<file path="config.mk">
export PLATFORM = sky130hd
export DESIGN_NAME = keypad_matrix_scanner
export DESIGN_NICKNAME = d
export VERILOG_FILES = /design/src/rtl/keypad_pkg.sv /design/src/rtl/keypad_col_scanner.sv /design/src/rtl/keypad_matrix_scanner.sv
export SDC_FILE = /design/constraint.sdc
export NUM_CORES = 1
export LEC_CHECK = 0
export ABC_AREA = 1
export ABC_CLOCK_PERIOD_IN_PS = 3090
export BUFFER_PORTS_ARGS = -buffer_cell sky130_fd_sc_hd__buf_2
export CORE_MARGIN = 1
export CORE_UTILIZATION = 55
export DETAILED_ROUTE_END_ITERATION = 7
export PLACE_DENSITY = 0.73
export RECOVER_POWER = 50
export SETUP_SLACK_MARGIN = 0.4
export SYNTH_ARGS = -nofsm -noshare
export SYNTH_HDL_FRONTEND = slang
export SYNTH_SLANG_ARGS = --single-unit
</file>
<file path="constraint.sdc">
create_clock -name CLK -period 3.09 [get_ports CLK]
set_clock_uncertainty 0.1 [all_clocks]
set_input_delay 0.4635 -clock CLK [delete_from_list [all_inputs] [get_ports CLK]]
set_output_delay 0.4635 -clock CLK [all_outputs]
set_load 0.1 [all_outputs]
</file>
<file path="src/rtl/keypad_pkg.sv">
// Shared types and constants for the 4x4 keypad scanner: state and frame-result
// encodings, strobe constants and small row-decode helpers.
package keypad_pkg;

    localparam int         KEY_W         = 4;
    localparam logic [3:0] COL_IDLE_MASK = 4'hF;
    localparam logic [3:0] COL0_STROBE   = 4'b1110;

    typedef enum logic [1:0] {
        ST_IDLE     = 2'd0,
        ST_DEBOUNCE = 2'd1,
        ST_HELD     = 2'd2
    } kp_state_e;

    typedef enum logic [1:0] {
        FR_NONE   = 2'd0,
        FR_SINGLE = 2'd1,
        FR_MULTI  = 2'd2
    } frame_res_e;

    function automatic logic [2:0] count_low(input logic [3:0] low_bits);
        count_low = {2'b00, low_bits[0]} + {2'b00, low_bits[1]}
                  + {2'b00, low_bits[2]} + {2'b00, low_bits[3]};
    endfunction

    // Lowest pressed row; only meaningful when exactly one bit is set.
    function automatic logic [1:0] low_row_index(input logic [3:0] low_bits);
        if (low_bits[0])      low_row_index = 2'd0;
        else if (low_bits[1]) low_row_index = 2'd1;
        else if (low_bits[2]) low_row_index = 2'd2;
        else                  low_row_index = 2'd3;
    endfunction

endpackage

</file>
<file path="src/rtl/keypad_col_scanner.sv">
// Column strobe rotation, row synchronizer and per-frame classification of the
// sampled rows into NONE / SINGLE(code) / MULTI.
module keypad_col_scanner
    import keypad_pkg::*;
#(
    parameter int CYCLES_PER_COL = 50_000
) (
    input  logic             clk_i,
    input  logic             rst_i,
    input  logic [3:0]       rows_i,
    output logic [3:0]       cols_o,
    output logic             frame_done_o,
    output frame_res_e       frame_result_o,
    output logic [KEY_W-1:0] frame_code_o
);

    localparam int            CW   = $clog2(CYCLES_PER_COL);
    localparam logic [CW-1:0] LAST = CW'(CYCLES_PER_COL - 1);

    logic [CW-1:0]    cyc_q, cyc_d;
    logic [1:0]       col_q, col_d;
    logic [3:0]       cols_q, cols_d;
    logic [3:0]       sync1_q, sync2_q;
    logic [1:0]       acc_cnt_q, acc_cnt_d;
    logic [KEY_W-1:0] acc_code_q, acc_code_d;
    logic             done_q, done_d;
    frame_res_e       res_q, res_d;
    logic [KEY_W-1:0] code_q, code_d;

    logic             sample_s;
    logic [3:0]       low_s;
    logic [2:0]       pop_s;
    logic [2:0]       sum_s;
    logic [1:0]       cnt_new_s;
    logic [KEY_W-1:0] code_new_s;

    // Next-state logic: column advance and running frame accumulation at each sample point.
    always_comb begin
        sample_s   = (cyc_q == LAST);
        low_s      = ~sync2_q;
        pop_s      = count_low(low_s);
        // Column 0 starts a fresh frame, so the accumulator is ignored there.
        sum_s      = ((col_q == 2'd0) ? 3'd0 : {1'b0, acc_cnt_q}) + pop_s;
        cnt_new_s  = (sum_s >= 3'd2) ? 2'd2 : sum_s[1:0];
        code_new_s = (pop_s != 3'd0) ? {low_row_index(low_s), col_q}
                   : ((col_q == 2'd0) ? {KEY_W{1'b0}} : acc_code_q);

        cyc_d      = cyc_q + {{(CW-1){1'b0}}, 1'b1};
        col_d      = col_q;
        cols_d     = cols_q;
        acc_cnt_d  = acc_cnt_q;
        acc_code_d = acc_code_q;
        done_d     = 1'b0;
        res_d      = res_q;
        code_d     = code_q;
        if (sample_s) begin
            cyc_d      = {CW{1'b0}};
            col_d      = col_q + 2'd1;
            cols_d     = COL_IDLE_MASK & ~(4'b0001 << col_d);
            acc_cnt_d  = cnt_new_s;
            acc_code_d = code_new_s;
            if (col_q == 2'd3) begin
                done_d = 1'b1;
                code_d = code_new_s;
                case (cnt_new_s)
                    2'd0:    res_d = FR_NONE;
                    2'd1:    res_d = FR_SINGLE;
                    default: res_d = FR_MULTI;
                endcase
            end else begin
                done_d = 1'b0;
            end
        end else begin
            done_d = 1'b0;
        end
    end

    // State registers and the two-flop row synchronizer.
    always_ff @(posedge clk_i or posedge rst_i) begin
        if (rst_i) begin
            cyc_q      <= {CW{1'b0}};
            col_q      <= 2'd0;
            cols_q     <= COL0_STROBE;
            sync1_q    <= 4'hF;
            sync2_q    <= 4'hF;
            acc_cnt_q  <= 2'd0;
            acc_code_q <= {KEY_W{1'b0}};
            done_q     <= 1'b0;
            res_q      <= FR_NONE;
            code_q     <= {KEY_W{1'b0}};
        end else begin
            cyc_q      <= cyc_d;
            col_q      <= col_d;
            cols_q     <= cols_d;
            sync1_q    <= rows_i;
            sync2_q    <= sync1_q;
            acc_cnt_q  <= acc_cnt_d;
            acc_code_q <= acc_code_d;
            done_q     <= done_d;
            res_q      <= res_d;
            code_q     <= code_d;
        end
    end

    assign cols_o         = cols_q;
    assign frame_done_o   = done_q;
    assign frame_result_o = res_q;
    assign frame_code_o   = code_q;

endmodule

</file>
<file path="src/rtl/keypad_matrix_scanner.sv">
// 4x4 keypad scanner top: debounces scan-frame results into an accepted key code
// with a one-cycle valid pulse and a held level.
module keypad_matrix_scanner
    import keypad_pkg::*;
#(
    parameter int CYCLES_PER_COL  = 50_000,
    parameter int DEBOUNCE_FRAMES = 4
) (
    input  logic             CLK,
    input  logic             RST,
    input  logic [3:0]       ROWS,
    output logic [3:0]       COLS,
    output logic [KEY_W-1:0] KEY_CODE,
    output logic             KEY_VALID,
    output logic             KEY_HELD
);

    localparam int               CNT_W = $clog2(DEBOUNCE_FRAMES + 1);
    localparam logic [CNT_W-1:0] DF_C  = CNT_W'(DEBOUNCE_FRAMES);
    localparam logic [CNT_W-1:0] ONE_C = CNT_W'(1);

    logic             frame_done_s;
    frame_res_e       frame_result_s;
    logic [KEY_W-1:0] frame_code_s;

    kp_state_e        state_q;
    logic [CNT_W-1:0] cnt_q;
    logic [KEY_W-1:0] cand_q;
    logic [KEY_W-1:0] key_code_q;
    logic             key_valid_q;
    logic             key_held_q;
    logic [CNT_W-1:0] cnt_inc_s;

    keypad_col_scanner #(
        .CYCLES_PER_COL(CYCLES_PER_COL)
    ) u_scan (
        .clk_i         (CLK),
        .rst_i         (RST),
        .rows_i        (ROWS),
        .cols_o        (COLS),
        .frame_done_o  (frame_done_s),
        .frame_result_o(frame_result_s),
        .frame_code_o  (frame_code_s)
    );

    assign cnt_inc_s = cnt_q + ONE_C;

    // Debounce FSM, stepped once per evaluated frame; outputs are registered here.
    always_ff @(posedge CLK or posedge RST) begin
        if (RST) begin
            state_q     <= ST_IDLE;
            cnt_q       <= {CNT_W{1'b0}};
            cand_q      <= {KEY_W{1'b0}};
            key_code_q  <= {KEY_W{1'b0}};
            key_valid_q <= 1'b0;
            key_held_q  <= 1'b0;
        end else begin
            key_valid_q <= 1'b0;
            if (frame_done_s) begin
                case (state_q)
                    ST_IDLE: begin
                        if (frame_result_s == FR_SINGLE) begin
                            cand_q <= frame_code_s;
                            if (ONE_C == DF_C) begin
                                key_code_q  <= frame_code_s;
                                key_valid_q <= 1'b1;
                                key_held_q  <= 1'b1;
                                state_q     <= ST_HELD;
                                cnt_q       <= {CNT_W{1'b0}};
                            end else begin
                                state_q <= ST_DEBOUNCE;
                                cnt_q   <= ONE_C;
                            end
                        end else begin
                            cnt_q <= {CNT_W{1'b0}};
                        end
                    end
                    ST_DEBOUNCE: begin
                        if (frame_result_s == FR_SINGLE && frame_code_s == cand_q) begin
                            if (cnt_inc_s == DF_C) begin
                                key_code_q  <= cand_q;
                                key_valid_q <= 1'b1;
                                key_held_q  <= 1'b1;
                                state_q     <= ST_HELD;
                                cnt_q       <= {CNT_W{1'b0}};
                            end else begin
                                cnt_q <= cnt_inc_s;
                            end
                        end else begin
                            state_q <= ST_IDLE;
                            cnt_q   <= {CNT_W{1'b0}};
                        end
                    end
                    ST_HELD: begin
                        if (frame_result_s == FR_NONE) begin
                            if (cnt_inc_s == DF_C) begin
                                key_held_q <= 1'b0;
                                state_q    <= ST_IDLE;
                                cnt_q      <= {CNT_W{1'b0}};
                            end else begin
                                cnt_q <= cnt_inc_s;
                            end
                        end else begin
                            cnt_q <= {CNT_W{1'b0}};
                        end
                    end
                    default: begin
                        state_q    <= ST_IDLE;
                        cnt_q      <= {CNT_W{1'b0}};
                        key_held_q <= 1'b0;
                    end
                endcase
            end
        end
    end

    assign KEY_CODE  = key_code_q;
    assign KEY_VALID = key_valid_q;
    assign KEY_HELD  = key_held_q;

endmodule

</file>
==> key figures <==
Timing
  • Hold WS: 0.126 ns
  • Final min period: 2.66 ns
  • Final count of hold timing violations: 0
  • Tightest slew margin relative to the limit: 0.149
  • Pins over their slew limit: 0
  • Final setup violation count: 0
  • Actual transition at the worst max-transition pin: 1.27 ns
  • Final cycle utilization of the critical path: 0.861
  • Peak clock frequency supported by timing: 0.376 GHz
  • Final sum of negative setup slack: 0 ns
  • Unrepaired setup endpoints after global routing: true

Clocking
  • Clock-pin slew of the registers on the worst-case setup and hold paths: 0.06 ns
  • Number of buffers added by the clock tree synthesis step: 9
  • Insertion delay to the later sink of the worst-skew pair: 0.34 ns
  • Number of clock sinks: 58
  • Maximum clock path buffer count: 2
  • Clock root buffer: sky130_fd_sc_hd__clkbuf_8
  • Number of hold buffers added after CTS: 0
  • Number of levels the H-tree was split into: 3
  • CTS tree: done

Routing
  • Number of detailed-routing iterations run before antenna repair: 4
  • Overall routed net length: 5.09 mm
  • Residual DRC count: 0
  • Overall via count from detail_route: 2163
  • Antenna Violating Nets Remaining: 0
  • Drt wl/cell: 11.7 µm
  • Iteration-0 DRC Markers: 83
  • Vias per inst: 4.96

Layout
  • # diodes: 0
  • Register area: 1470 µm²
  • Final cell utilization of the core: 0.645
  • Filler-free cell count of the finished design: 436
  • Filler cells: 427
  • Multi-input gate area: 1240 µm²
  • Number of nets in the final layout: 381
  • Synthesis-to-finish area growth: 12.7%
  • Share of final-layout standard cells stronger than drive strength 1: 0.216

Yosys
  • Netlist area before placement: 2920 µm²
  • Warnings from Yosys: 0
  • Library cells used by synthesis: 30
  • Largest family of logic cells by synthesized area: simple AND/OR/NAND/NOR gates
  • Area share of and/or/nand/nor cells after synthesis: 0.243
  • Mapped Nets: 353
  • Register bit total from synthesis: 58
  • Average size of a mapped cell: 8.78 µm²
  • Main area contributors after synthesis: sky130_fd_sc_hd__dfrtp_1 (40%), sky130_fd_sc_hd__dfstp_2 (9.9%), sky130_fd_sc_hd__nand2_1 (9.6%)
  • Synthesized-area fraction occupied by adder cells: 0.0650
  • Synthesized netlist cell count: 333
  • Share of synthesized flip-flops with an asynchronous set or reset: 1.00
  • Synthesized-area fraction occupied by xor and xnor cells: 0.0240
  • Sequential share of the synthesized area: 0.501
  • Post-synth EDFFs: 0
  • Synth top area share: 0.402
  • Synth Flop Type: sky130_fd_sc_hd__dfrtp_1
  • Complex-gate fraction of the synthesized area: 0.0834
  • Biggest area consumer among synthesized cells: sky130_fd_sc_hd__dfrtp_1
  • Multiplexer area fraction after synthesis: 0

Pwr
  • Total Power Consumption: 1.49 mW
  • Max IR drop VDD: 0.000308 V
  • Total power per unit cell area: 451 nW/µm²
  • Static leakage: 1.60 nW

Placed design
  • Cell Count Post-Placement: 418
  • GP Congestion: 0.873
  • Placed wire-length estimate after detailed placement: 3.57 mm
  • Input/output buffers: 15

Setup path
  • Critical path fanouts, max: 2
  • Data required, critical path: 3.20 ns
  • Crit end category: register
  • Critical path startpoint category: register
  • Critical Path AT: 2.77 ns
  • Critical path class: reg -> reg

Die
  • Chip height: 74.9 µm
  • Die width: 74.9 µm
  • I/O pin total: 16
  • Total Die Area: 5610 µm²
  • Core Box Area: 5110 µm²
  • Number of placement rows: 26
  • Initial core utilization: 0.573

Global routing
  • Number of antenna violations at the first check in global routing: 0
  • Largest net degree at the start of global routing: 36
  • Global route total overflow: 0
  • Global-route wire length before repair: 8.78 mm
  • Tot GR Track Use: 0.215
  • Via count of the first global-routing pass: 2015

Run
  • # Max-Cap Violations: 0

Outcome
  • Outcome: complete, no violations

Min path
  • Type of the most critical hold path: in -> reg
## cells by family after synthesis
group,Yosys count
AOI/OAI and AO/OA,40
DFF,58
xor gates and xnor gates,8
and+or+nand+nor,153
adders and majority gates,14
buffers and inverters,60
## per-layer routing
layer / GRT usage / up-vias / wire (µm)
met5: 0 / - / 0
met4: 0.101 / 0 / 82
met3: 0.0602 / 10 / 188
met2: 0.335 / 38 / 2380
met1: 0.279 / 1012 / 2440
li1: - / 1103 / -
## critical path: stages, from the launching register on
cell	delay [ns]
sky130_fd_sc_hd__dfstp_2	0.54
sky130_fd_sc_hd__inv_2	0.05
sky130_fd_sc_hd__ha_4	0.24
sky130_fd_sc_hd__fa_2	0.57
sky130_fd_sc_hd__ha_4	0.13
sky130_fd_sc_hd__inv_2	0.03
sky130_fd_sc_hd__fa_1	0.48
sky130_fd_sc_hd__o21ai_2	0.06
sky130_fd_sc_hd__a21oi_2	0.14
sky130_fd_sc_hd__buf_4	0.15
sky130_fd_sc_hd__o21ai_2	0.05
## worst paths after layout
path                                                   from                                    to  slack, ns  cells past startpoint
worst max-delay path            u_scan.sync2_q[0]$_DFF_PP1_  u_scan.frame_result_o[1]$_DFFE_PP0P_       0.43                     10
worst min-delay path                                ROWS[1]           u_scan.sync1_q[1]$_DFF_PP1_       0.13                      1
worst max register to register  u_scan.sync2_q[0]$_DFF_PP1_  u_scan.frame_result_o[1]$_DFFE_PP0P_       0.43                     10
worst min register to register  u_scan.sync1_q[3]$_DFF_PP1_           u_scan.sync2_q[3]$_DFF_PP1_       0.25                      0
max in group asynchronous                               RST            u_scan.cyc_q[13]$_DFF_PP0_       1.34                      3
min in group asynchronous                               RST                  cnt_q[1]$_DFFE_PP0P_       0.37                      2
## through the flow
stage	cell area, µm²	worst slack (ns)
floorplan	2930	0.400
global placement	3080	0.335
detailed placement	3080	0.240
CTS	3290	0.405
global route	3290	0.350
finish	3290	0.429
## where the power goes
| group | switching (mW) | internal (mW) |
|---|---|---|
| clock network | 0.284 | 0.369 |
| registers | 0.00219 | 0.769 |
| logic | 0.0402 | 0.0219 |
## registers in the layout (all words and copies together), names as in the netlist, 3 cells and up
register and cells:
u_scan.acc_code_q 4, u_scan.cols_o 4, u_scan.cyc_q 16, u_scan.sync2_q 4
KEY_CODE 4, u_scan.sync1_q 4, cnt_q 3, u_scan.frame_code_o 4
cand_q 4
## Yosys cell counts (8+ instances only)
master,number
sky130_fd_sc_hd__ha_1,12
sky130_fd_sc_hd__nand4_1,8
sky130_fd_sc_hd__nor2_1,33
sky130_fd_sc_hd__o21ai_2,10
sky130_fd_sc_hd__dfrtp_1,47
sky130_fd_sc_hd__o21ai_1,9
sky130_fd_sc_hd__nor3_1,8
sky130_fd_sc_hd__inv_1,53
sky130_fd_sc_hd__dfstp_2,11
sky130_fd_sc_hd__nand3_1,9
sky130_fd_sc_hd__a21oi_1,9
sky130_fd_sc_hd__nand2_1,75
sky130_fd_sc_hd__o21ai_0,10
sky130_fd_sc_hd__xor2_1,8
## layout by cell type (no fill, tap or decap), drive strengths merged
cell    count
nor4        2
xor2        8
buf        17
nand2      81
o21ai      29
dfstp      11
a22oi       1
bufinv      1
nor3       10
ha         12
a22o        1
nand3      12
a21oi       9
nand4       8
clkbuf     14
clkinv      4
dfrtp      47
nor2       39
fa          2
inv        57
nand3b      1
## cell type report
class                      instances  area share
clock inverter                     4      0.0137
sequential                        58       0.445
inverter                          58      0.0676
timing repair buffer              19      0.0296
clock buffer                      12      0.0410
tap                               70      0.0266
multi-input combinational        215       0.377
## timing repair
action,4_1_cts,5_1_grt
setup buffers,1,1
resized for setup,3,6
setup endpoints to repair,4,6
pin swaps,0,3
Power figures use the tool's default switching activity.
